### config.mk
export PLATFORM = sky130hd
export DESIGN_NAME = bit_pair_serializer
export DESIGN_NICKNAME = d
export VERILOG_FILES = /design/src/rtl/bnbp_pkg.sv /design/src/rtl/bnbp_bit_reverse.sv /design/src/rtl/bit_pair_serializer.sv
export SDC_FILE = /design/constraint.sdc
export NUM_CORES = 1
export LEC_CHECK = 0
export ABC_AREA = 1
export CAP_MARGIN = 20
export CORE_AREA = 4 4 41 43
export CTS_CLUSTER_DIAMETER = 60
export CTS_CLUSTER_SIZE = 14
export DETAILED_ROUTE_END_ITERATION = 12
export DIE_AREA = 0 0 45 47
export PLACE_DENSITY = 0.43
export SYNTH_ARGS = -nofsm -noshare
export SYNTH_HDL_FRONTEND = slang
export SYNTH_HIERARCHICAL = 1
export SYNTH_SLANG_ARGS = --single-unit
### constraint.sdc
create_clock -name clk -period 1.9 [get_ports clk]
set_input_delay 0.38 -clock clk [delete_from_list [all_inputs] [get_ports clk]]
set_output_delay 0.38 -clock clk [all_outputs]
set_load 0.05 [all_outputs]
### src/rtl/bnbp_pkg.sv
// bnbp_pkg: shared state type, order encodings and frame-length helper for bit_pair_serializer.
package bnbp_pkg;

    typedef enum logic {IDLE = 1'b0, SHIFT = 1'b1} state_t;

    localparam logic ORDER_MSB_FIRST = 1'b0;
    localparam logic ORDER_LSB_FIRST = 1'b1;

    function automatic int frame_len(input int width, input bit parity);
        return parity ? width + 1 : width;
    endfunction

endpackage

### src/rtl/bnbp_bit_reverse.sv
// bnbp_bit_reverse: combinational WIDTH-bit reverser used when loading an LSB-first word.
module bnbp_bit_reverse #(
    parameter int WIDTH = 2
) (
    input  logic [WIDTH-1:0] d_i,
    output logic [WIDTH-1:0] q_o
);

    for (genvar i = 0; i < WIDTH; i++) begin : g_rev
        assign q_o[i] = d_i[WIDTH-1-i];
    end

endmodule

### src/rtl/bit_pair_serializer.sv
// bit_pair_serializer: valid/ready word in, one bit per clock out, MSB- or LSB-first per word.
// Define BNBP_PARITY_EN to append an even-parity bit to every frame.
module bit_pair_serializer
    import bnbp_pkg::*;
#(
    parameter int WIDTH = 2,
    parameter int CNT_W = $clog2(WIDTH + 1)
) (
    input  logic             clk,
    input  logic             reset,
    input  logic             in_valid,
    input  logic [WIDTH-1:0] in_data,
    input  logic             order,
    output logic             in_ready,
    output logic             out_bit,
    output logic             out_valid,
    output logic             out_last,
    output logic             busy
);

`ifdef BNBP_PARITY_EN
    localparam bit PAR_EN = 1'b1;
`else
    localparam bit PAR_EN = 1'b0;
`endif
    localparam int FL = frame_len(WIDTH, PAR_EN);
    localparam logic [CNT_W-1:0] LAST_CNT = CNT_W'(FL - 1);

    state_t           state_q, state_d;
    logic [CNT_W-1:0] cnt_q, cnt_d;
    logic [FL-1:0]    sr_q, sr_d, load;
    logic             last_q, last_d;
    logic [WIDTH-1:0] rev, ordered;
    logic             at_last, accept;

    bnbp_bit_reverse #(.WIDTH(WIDTH)) u_rev (.d_i(in_data), .q_o(rev));

    assign ordered = (order == ORDER_LSB_FIRST) ? rev : in_data;

    // The frame head sits at the MSB of the shift register; parity trails the data.
`ifdef BNBP_PARITY_EN
    assign load = {ordered, ^in_data};
`else
    assign load = ordered;
`endif

    assign at_last  = (state_q == SHIFT) && (cnt_q == LAST_CNT);
    assign in_ready = !reset && ((state_q == IDLE) || at_last);
    assign accept   = in_ready && in_valid;

    always_comb begin
        state_d = accept ? SHIFT : at_last ? IDLE : state_q;
        cnt_d   = accept ? '0 : (state_q == SHIFT && !at_last) ? cnt_q + 1'b1 : cnt_q;
        sr_d    = accept ? load : (state_d == SHIFT) ? {sr_q[FL-2:0], 1'b0} : '0;
        last_d  = (state_d == SHIFT) && (cnt_d == LAST_CNT);
    end

    always_ff @(posedge clk) begin
        if (reset) begin
            state_q <= IDLE;
            cnt_q   <= '0;
            sr_q    <= '0;
            last_q  <= 1'b0;
        end else begin
            state_q <= state_d;
            cnt_q   <= cnt_d;
            sr_q    <= sr_d;
            last_q  <= last_d;
        end
    end

    assign out_bit   = sr_q[FL-1];
    assign out_valid = (state_q == SHIFT);
    assign busy      = (state_q == SHIFT);
    assign out_last  = last_q;

endmodule

======== After elaboration in Yosys (flattened, before gate mapping) ========
Cells that the tools add are included.
word-level totals
  register bits after elaboration ......... 6
  logic and storage cells ................. 23
operators by class
  equality and inequality tests ........... 2
  add/subtract/negate cells ............... 1
  multiplexer cells ....................... 7
  bitwise logic cells ..................... 1
  reductions and logical operators ........ 8
operators by type and width
  operator               number
  $mux W2                5
  $logic_and A1 B1 Y1    5
  $eq A2 B1 Y1 const B   2
  $add A2 B1 Y2 const B  1
  $logic_not A1 Y1       2
  $mux W1                2
  $logic_or A1 B1 Y1     1
  $not A1 Y1             1

======== Longest topological paths before layout ========
Gate-level depths: netlist of the first run.
  depth in word-level cells ............... 8
  gate-level depth with buffers ........... 8

======== Hierarchy ========
The synthesis of the first run kept the hierarchy.
by module, submodules not included
  module               area each (µm²)  cells each  times used
  bit_pair_serializer  274.0            35          1
  bnbp_bit_reverse     15.0             2           1

======== Least setup slack after synthesis of the first run ========
Ideal clock, no wire load.
  path kind ............................... register -> register
  from .................................... register state_q, in the netlist busy
  to ...................................... register cnt_q[0]
  buffers on the path ..................... 0
  setup time .............................. 0.112 ns
  period minus slack after synthesis ...... 1.550 ns
  arrival time ............................ 1.438 ns
  stages on the path, launching flop included .. 5
  slack ................................... 0.350 ns
  required time ........................... 1.788 ns
  cells stage by stage .................... dfxtp_1 > a21oi_2 > nand2_1 > nand2_1 > nor2_1
on the way
  cells in the longest elaborated chain, start to end .. 5
  elaborated cells on any way between the ends .. 9
RTL lines
  element                                            RTL line                                              RTL
  from (decl)                                        bit_pair_serializer.sv:29                             state_t state_q, state_d;
  from (signal assigned)                             bit_pair_serializer.sv:65                             state_q <= state_d;
  $logic_and A1 B1 Y1 or $not A1 Y1 (tied branches)  bit_pair_serializer.sv:47, bit_pair_serializer.sv:48
  $logic_or A1 B1 Y1 *                               bit_pair_serializer.sv:48                             assign in_ready = !reset && ((state_q == IDLE) || at_last);
  $logic_and A1 B1 Y1 *                              bit_pair_serializer.sv:48
  named net in_ready                                 bit_pair_serializer.sv:14                             output logic in_ready,
  $logic_and A1 B1 Y1 *                              bit_pair_serializer.sv:49                             assign accept = in_ready && in_valid;
  $mux W2 *                                          bit_pair_serializer.sv:53                             cnt_d = accept ? '0 : (state_q == SHIFT && !at_last) ? cnt_q + 1'b1 : cnt_q;
  to (signal assigned)                               bit_pair_serializer.sv:66                             cnt_q <= cnt_d;
  to (decl)                                          bit_pair_serializer.sv:30                             logic [CNT_W-1:0] cnt_q, cnt_d;
The timed path passes the listed nets; every way through them passes the cells marked *.
A chain may end at the register's enable or synchronous reset.

======== Final worst setup path of the first run ========
  from .................................... register last_q, in the netlist out_last
  to ...................................... output port out_last
RTL lines
  element                 RTL line                   RTL
  from (decl)             bit_pair_serializer.sv:32  logic last_q, last_d;
  from (signal assigned)  bit_pair_serializer.sv:68  last_q <= last_d;
  to (decl)               bit_pair_serializer.sv:17  output logic out_last,
No word-level cell between the ends.

==> results of run 1 <==
-- power groups by stage --
stage | Clock [mW] | Sequential (mW) | Combinational, mW
6_report | 0.115 | 0.142 | 0.104
5_1_grt | 0.134 | 0.143 | 0.113
4_1_cts | 0.123 | 0.142 | 0.105
3_5_place_dp | 0 | 0.145 | 0.104
3_3_place_gp | 0 | 0.144 | 0.104
2_1_floorplan | 0 | 0.158 | 0.0559
-- flip-flops by register name (all words and copies together), names as in the netlist --
signal / cells
cnt_q: 2
sr_q: 2
busy: 1
out_last: 1
-- Yosys cell counts --
| cell type | number | area (um^2) |
|---|---|---|
| inv_2 | 1 | 3.750 |
| a21oi_2 | 1 | 8.760 |
| buf_4 | 3 | 22.52 |
| dfxtp_1 | 6 | 120.1 |
| xnor2_1 | 1 | 8.760 |
| nand2_2 | 1 | 6.260 |
| nor2_1 | 3 | 11.26 |
| nand3_1 | 4 | 20.02 |
| a21oi_4 | 1 | 16.27 |
| nand2_1 | 10 | 37.54 |
| inv_1 | 3 | 11.26 |
| ha_1 | 1 | 12.51 |
| a21oi_1 | 2 | 10.01 |
-- logic make-up after synthesis --
logic type | Yosys count | share of synthesized area, %
compound gates | 4 | 12.12
xor+xnor | 1 | 3.031
fa+ha+maj | 1 | 4.328
buf+inv | 7 | 12.98
flops | 6 | 41.56
simple gates | 18 | 25.98
-- how the worst max path moves through the flow --
stage / slack (ns) / to / cells past startpoint
global route: 0.13 / out_bit / 1
floorplan: 0.35 / cnt_q[0] / 4
detailed placement: 0.31 / in_ready / 3
finish: 0.18 / out_last / 1
global placement: 0.31 / in_ready / 3
CTS: 0.17 / out_last / 1
-- cell type report --
type	count	area (um^2)	share of cell area [%]
clock buffers	3	22.52	5.357
inverters	4	15.01	3.571
flip-flops and latches	6	120.1	28.57
multi-input cells	24	131.4	31.25
repair buffers	11	112.6	26.79
well taps	15	18.77	4.464
-- per-stage QoR --
step / setup WS [ns] / instance area [um^2]
global placement: 0.3078 / 397.9
detailed placement: 0.3075 / 397.9
finish: 0.1779 / 420.4
CTS: 0.1660 / 420.4
global route: 0.1262 / 420.4
floorplan: 0.3499 / 289.0
-- layer usage --
layer | global-route usage, % | wire (um) | vias to the layer above
li1 | - | - | 138
met1 | 7.339 | 272 | 113
met2 | 10.45 | 243 | 12
met3 | 6.130 | 62 | 0
met4 | 3.509 | 0 | 0
met5 | 0 | 0 | -
==> out/metrics.cfg, run 1 <==
[global_routing]
globalRouteOverflowTotal = 0
grt_pass1_wl_mm = 1.007
grt_use_total_pct = 7.211
grt_start_max_net_pins = 7
antenna_found_initial = 0
grt_pass1_vias = 261

[logic_synthesis]
ys_ff_latch = 6
netlist_instances = 37
netlist-cell-type-count = 13
synth_nets = 44
synth_area_um2 = 289.0
yosysWarnings = 6
synth_area_per_cell_um2 = 7.812
yosysSeqAreaShare_pct = 41.56

[worst_setup_path]
r2r_setup_slack_ns = 0.69
critPathKind = reg2out
crit_family = buffers and inverters
end_kind = output pin
r2r-start = cnt_q[0]
worstPathArrival_ns = 1.34
crit_chain = clkdlybuf4s50_1
worstSetupStartpoint = out_last
critical-path-max-stage-delay_ns = 0.80
critPathSlowestCell = clkdlybuf4s50_1
crit_required_ns = 1.52
r2r_cells = 6
cp_max_fo = 1
r2r_end = out_last
crit_buf_inv = 1
cp-start-kind = flip-flop

[cts]
cts_buffers = 3
cts_tree = yes
clkTransAtPathRegs_ns = 0.04
cts_setup_buffers = 0
clock_sinks = 6
htreeDepth = 1
cts_buffer_depth = 2
cts_resized = 0
insertion_delay_ns = 0.24
root_buffer = clkbuf_4
ctsHoldBuffers = 0

[floorplan]
start_util_pct = 22.21
die_w_um = 45
die_area_um2 = 2115
die_h_um = 47
core_um2 = 1301
boundaryPins = 11
num_rows = 13

[timing]
clock.fmax_ghz = 0.5807
final_hold_viol_count = 0
worst_slew_pin_slew_ns = 0.4985
skew_ns = 0.007588
setup_tns_ns = 0
fin_crit_sh_pct = 90.64
rsz0062_at_grt = no
slew-limit-headroom_pct = 66.66
drv_slew = 0
hold_ws_ns = 0.4666
finalCriticalPeriod_ns = 1.722
setup_viol = 0

[finish]
fin_nets = 57
diodes = 0
drive_above_1_share_pct = 22.92
layout_commonest_cell = nand2_1
post-route-util_pct = 32.31
stdcell_count = 63
fill_cells = 144
syn_to_final_growth_pct = 45.45
final_cell_mix = nand2_1, clkdlybuf4s50_1, dfxtp_1, nand3_1

[route]
ant_nets = 0
drc_errors = 0
dr.first_iter.drc_count = 4
wirelength_um = 578
drt-pass1-iter-count = 4
via_count = 263
wire_per_inst_um = 9.175
viasPerCell = 4.175

[pwr]
fin_total_pwr_mw = 0.3614
p_leak_nw = 0.1833
ir_drop_v = 0.0004608
power_switching_mw = 0.1116
power_density_nw_per_um2 = 859.7
internal-power_mw = 0.2499
pwr-share-seq_pct = 39.4
p_sw_share_pct = 30.86
clkPwrFrac_pct = 31.9
combPwrFrac_pct = 28.7

[min_path]
whs_endpoint = sr_q[1]
hp-start = sr_q[0]
hold_path.class = reg2reg
min_path_cells = 2

[run_status]
outcome = finished, final reports clean

[place]
dpl.cell_count = 60
port_buffers = 10
dp_hpwl_um = 459.3
gp_congestion = 0.7286

[flow_run]
drv_cap = 0

(Power assumes the default switching activity.)
==> run 2, diff against run 1 <==
Clock period 1.9 ns to 1.79 ns, I/O delays scaled along.
==> run 2 against run 1 <==
Effect of this change:
- first-iteration DRC count decreased by 100%
- total power increased by 6.9%
- sequential power rose by 6%
- non-clock buffer count stayed put
- final area is 1.2% lower
- sequential cell count did not move
- global-route usage down 0.33 points
- critical path type unchanged
- largest power group unchanged
==> out/metrics.cfg, run 2 (synthesis gave the netlist of run 1 again) <==
[floorplan]
die_w_um = 45
core_um2 = 1301
start_util_pct = 22.21
die_area_um2 = 2115
die_h_um = 47
boundaryPins = 11
num_rows = 13

[global_routing]
grt_start_max_net_pins = 7
grt_use_total_pct = 6.883
globalRouteOverflowTotal = 0
grt_pass1_wl_um = 986
grtUsageMet3_pct = 4.215
grt-busiest-layer = met2
met2_usage_pct = 9.887
grt_pass1_vias = 244
met1_usage_pct = 7.306
antenna_found_initial = 0

[timing]
rsz0062_at_grt = no
skew_ns = 0.0002635
setup_viol = 0
clock.fmax_ghz = 0.6379
slew-limit-headroom_pct = 84.03
drv_slew = 0
finalWorstSetupSlack_ns = 0.2223
fin_crit_sh_pct = 87.58
final_hold_viol_count = 0
setup_tns_ns = 0
worst_slew_pin_slew_ns = 0.2393
finalCriticalPeriod_ns = 1.568

[cts]
clock_sinks = 6
cts_tree = yes
insertion_delay_ns = 0.24
cts_buffers = 3
cts_resized = 0
root_buffer = clkbuf_4
cts_setup_buffers = 0
clkTransAtPathRegs_ns = 0.05
htreeDepth = 1
ctsHoldBuffers = 0
cts_buffer_depth = 2

[finish]
diodes = 0
drive_above_1_share_pct = 27.08
stdcell_count = 63
post-route-util_pct = 31.92
final_area_um2 = 415.4
fill_cells = 149
top_regs = cnt_q x2, sr_q x2
fin_nets = 57
layout_commonest_cell = nand2_1
final_cell_mix = nand2_1, dfxtp_1, clkdlybuf4s50_1, buf_4, nand3_1
syn_to_final_growth_pct = 43.72

[place]
dp_slack_ns = 0.2440
placed_area_um2 = 392.9
dp_hpwl_um = 496.4
port_buffers = 10
dpl.cell_count = 60
gp_congestion = 0.7326

[worst_setup_path]
end_kind = output pin
r2r_setup_slack_ns = 0.59
cp-endpoint = in_ready
worstPathArrival_ns = 1.21
critPathSlowestCell = dfxtp_1
critPathKind = reg2out
r2r-start = cnt_q[1]
crit_chain = inv_1 -> ha_1 -> inv_2 -> a21oi_2 -> buf_12
crit_required_ns = 1.43
r2r_cells = 7
cp_max_fo = 4
worstSetupStartpoint = cnt_q[1]
r2r_end = out_last
cp-start-kind = flip-flop
critical-path-max-stage-delay_ns = 0.29

[pwr]
p_leak_nw = 0.1872
ir_drop_v = 0.0004090
power_density_nw_per_um2 = 929.7

[min_path]
hold_path.class = reg2reg
hp-start = sr_q[0]

[route]
via_count = 273
ant_nets = 0
drt-pass1-iter-count = 1
viasPerCell = 4.333
drc_errors = 0
wire_per_inst_um = 9.635
dr.first_iter.drc_count = 0
wirelength_um = 607

[run_status]
outcome = finished, final reports clean

[flow_run]
drv_cap = 0

-- run 2: final cells by class --
| type | instances | area [um^2] | share of cell area, % |
|---|---|---|---|
| well taps | 15 | 18.77 | 4.518 |
| clock buffers | 3 | 22.52 | 5.422 |
| multi-input cells | 24 | 131.4 | 31.63 |
| flip-flops and latches | 6 | 120.1 | 28.92 |
| repair buffers | 11 | 107.6 | 25.90 |
| inverters | 4 | 15.01 | 3.614 |
-- run 2: how the worst min path moves through the flow --
stage / to / slack (ns) / depth (start not counted)
4_1_cts: sr_q[1] / 0.48 / 2
3_5_place_dp: sr_q[1] / 0.47 / 2
3_3_place_gp: sr_q[1] / 0.47 / 2
5_1_grt: sr_q[1] / 0.50 / 2
2_1_floorplan: busy / 0.42 / 1
6_report: sr_q[1] / 0.48 / 2
-- run 2: per-stage QoR --
stage,total power [mW],hold slack [ns]
2_1_floorplan,0.2266,0.4219
3_3_place_gp,0.2627,0.4683
3_5_place_dp,0.2641,0.4677
4_1_cts,0.3914,0.4793
5_1_grt,0.4104,0.4974
6_report,0.3862,0.4781
-- run 2: worst max-delay path, delay by kind of cell (launching register included) --
kind                     cells  cell delay [ns]
adder cells (fa/ha/maj)      1             0.16
flip-flops                   1             0.29
AO/OA/AOI/OAI                1             0.22
buffers and inverters        3             0.30
-- run 2: per-layer routing --
metal,wire length (um),vias to the layer above,share of wire [%]
li1,-,136,-
met1,270,123,44
met2,273,10,45
met3,47,4,7.7
met4,16,0,2.6
met5,0,-,0
-- run 2: report_power, final --
group / internal [mW] / total [mW] / switching [mW]
Sequential: 0.144 / 0.151 / 0.00660
Clock: 0.0759 / 0.125 / 0.0495
Combinational: 0.0445 / 0.110 / 0.0656
==> run 3, diff against run 2 <==
Settings changed: CORE_AREA 4 4 41 43 to 5 5 42 44, DIE_AREA 0 0 45 47 to 0 0 47 49, HOLD_SLACK_MARGIN from default to 0.06.
==> run 3 against run 2 <==
Effect of this change:
- count of clock-buffer cells in the layout is the same
- maximum frequency shrank 0.32%
- die area grew 8.9%
- sequential share of layout area shrank 0.087 points
- combinational power is essentially flat
- sequential power is essentially flat
- hold slack lost 0.011 ns
- largest cell class unchanged
==> out/metrics.cfg, run 3 (synthesis gave the netlist of run 1 again) <==
[worst_setup_path]
worstPathArrival_ns = 1.21
cp_max_fo = 4
crit_chain = ha_1 -> inv_2 -> a21oi_2 -> buf_12
cp-start-kind = flip-flop
critPathSlowestCell = dfxtp_1
critical-path-max-stage-delay_ns = 0.35
crit_family = flip-flops
critPathKind = reg2out
end_kind = output pin
crit_required_ns = 1.43
crit_buf_inv = 2

[floorplan]
die_h_um = 49
num_rows = 14
die_area_um2 = 2303
core_um2 = 1401
start_util_pct = 20.62
boundaryPins = 11
die_w_um = 47

[finish]
drive_above_1_share_pct = 27.08
final_cell_mix = nand2_1, dfxtp_1, clkdlybuf4s50_1, buf_4, nand3_1
fin_nets = 57
diodes = 0
fill_cells = 161
stdcell_count = 64
layout_commonest_cell = nand2_1
top_regs = cnt_q x2, sr_q x2
post-route-util_pct = 29.73
syn_to_final_growth_pct = 44.16

[global_routing]
grt_pass1_vias = 231
met1_usage_pct = 7.080
grt-busiest-layer = met2
globalRouteOverflowTotal = 0
antenna_found_initial = 0
grt_start_max_net_pins = 7
met2_usage_pct = 7.240
grtUsageMet3_pct = 3.690
grt_use_total_pct = 6.069
grt_pass1_wl_um = 952

[route]
viasPerCell = 4.078
dr.first_iter.drc_count = 4
ant_nets = 0
drt-pass1-iter-count = 5
wire_per_inst_um = 9.172
via_count = 261
wirelength_um = 587
drc_errors = 0

[timing]
hold_ws_ns = 0.4674
setup_viol = 0
clock.fmax_ghz = 0.6358
drv_slew = 0
fin_crit_sh_pct = 87.86
final_hold_viol_count = 0
rsz0062_at_grt = no
skew_ns = 0.004898
setup_tns_ns = 0
slew-limit-headroom_pct = 83.56
finalCriticalPeriod_ns = 1.573
worst_slew_pin_slew_ns = 0.2463

[cts]
insertion_delay_ns = 0.25
cts_resized = 0
cts_setup_buffers = 0
htreeDepth = 1
cts_buffer_depth = 2
cts_tree = yes
root_buffer = clkbuf_4
clkTransAtPathRegs_ns = 0.05
cts_buffers = 3
clock_sinks = 6
ctsHoldBuffers = 0

[min_path]
hold_path.class = reg2reg

[place]
dp_hpwl_um = 461.5
dpl.cell_count = 61
gp_congestion = 0.6111
port_buffers = 10

[run_status]
outcome = finished, final reports clean

[pwr]
p_leak_nw = 0.1872
power_density_nw_per_um2 = 937.2
fin_total_pwr_mw = 0.3905
ir_drop_v = 0.0002948

[flow_run]
drv_cap = 0

[run 3: cell counts in the layout (fill, tap and decap cells not counted)]
No cell type changed its count.
[run 3: layout make-up]
cell class	count	area (um^2)	area share, %
repair buffers	11	107.6	25.83
clock buffers	3	22.52	5.405
well taps	16	20.02	4.805
flip-flops and latches	6	120.1	28.83
inverters	4	15.01	3.604
multi-input cells	24	131.4	31.53
[run 3: path summary, 6_finish.rpt]
kind            start  endpoint  slack [ns]  depth (start not counted)
min reg2reg   sr_q[0]   sr_q[1]        0.47                          2
min           sr_q[0]   sr_q[1]        0.47                          2
max reg2reg  cnt_q[0]  cnt_q[0]        0.58                          6
max          cnt_q[0]  in_ready        0.22                          4
[run 3: metal layers]
| metal | wire length, um | vias up |
|---|---|---|
| met5 | 0 | - |
| met4 | 12 | 0 |
| met3 | 76 | 2 |
| met2 | 236 | 12 |
| met1 | 260 | 109 |
| li1 | - | 138 |
[run 3: metrics by stage]
stage | setup slack, ns | instance area (um^2)
after detailed placement | 0.2330 | 394.1
after floorplan | 0.2399 | 289.0
after CTS | 0.2176 | 416.7
after global placement | 0.2305 | 394.1
after global routing | 0.1431 | 416.7
final | 0.2173 | 416.7
[run 3: where the power goes]
group / internal (mW) / switching, mW / leakage (nW) / total, mW
clock network: 0.0762 / 0.0539 / 0.0138 / 0.130
logic: 0.0443 / 0.0652 / 0.124 / 0.110
registers: 0.144 / 0.00682 / 0.0492 / 0.151
[run 3: worst reg2reg max path, stage by stage (launching register included)]
cell and delay [ns]:
dfxtp_1 0.35, ha_1 0.17, inv_2 0.06, a21oi_2 0.22
nand2_1 0.14, nand2_1 0.11, nor2_1 0.05
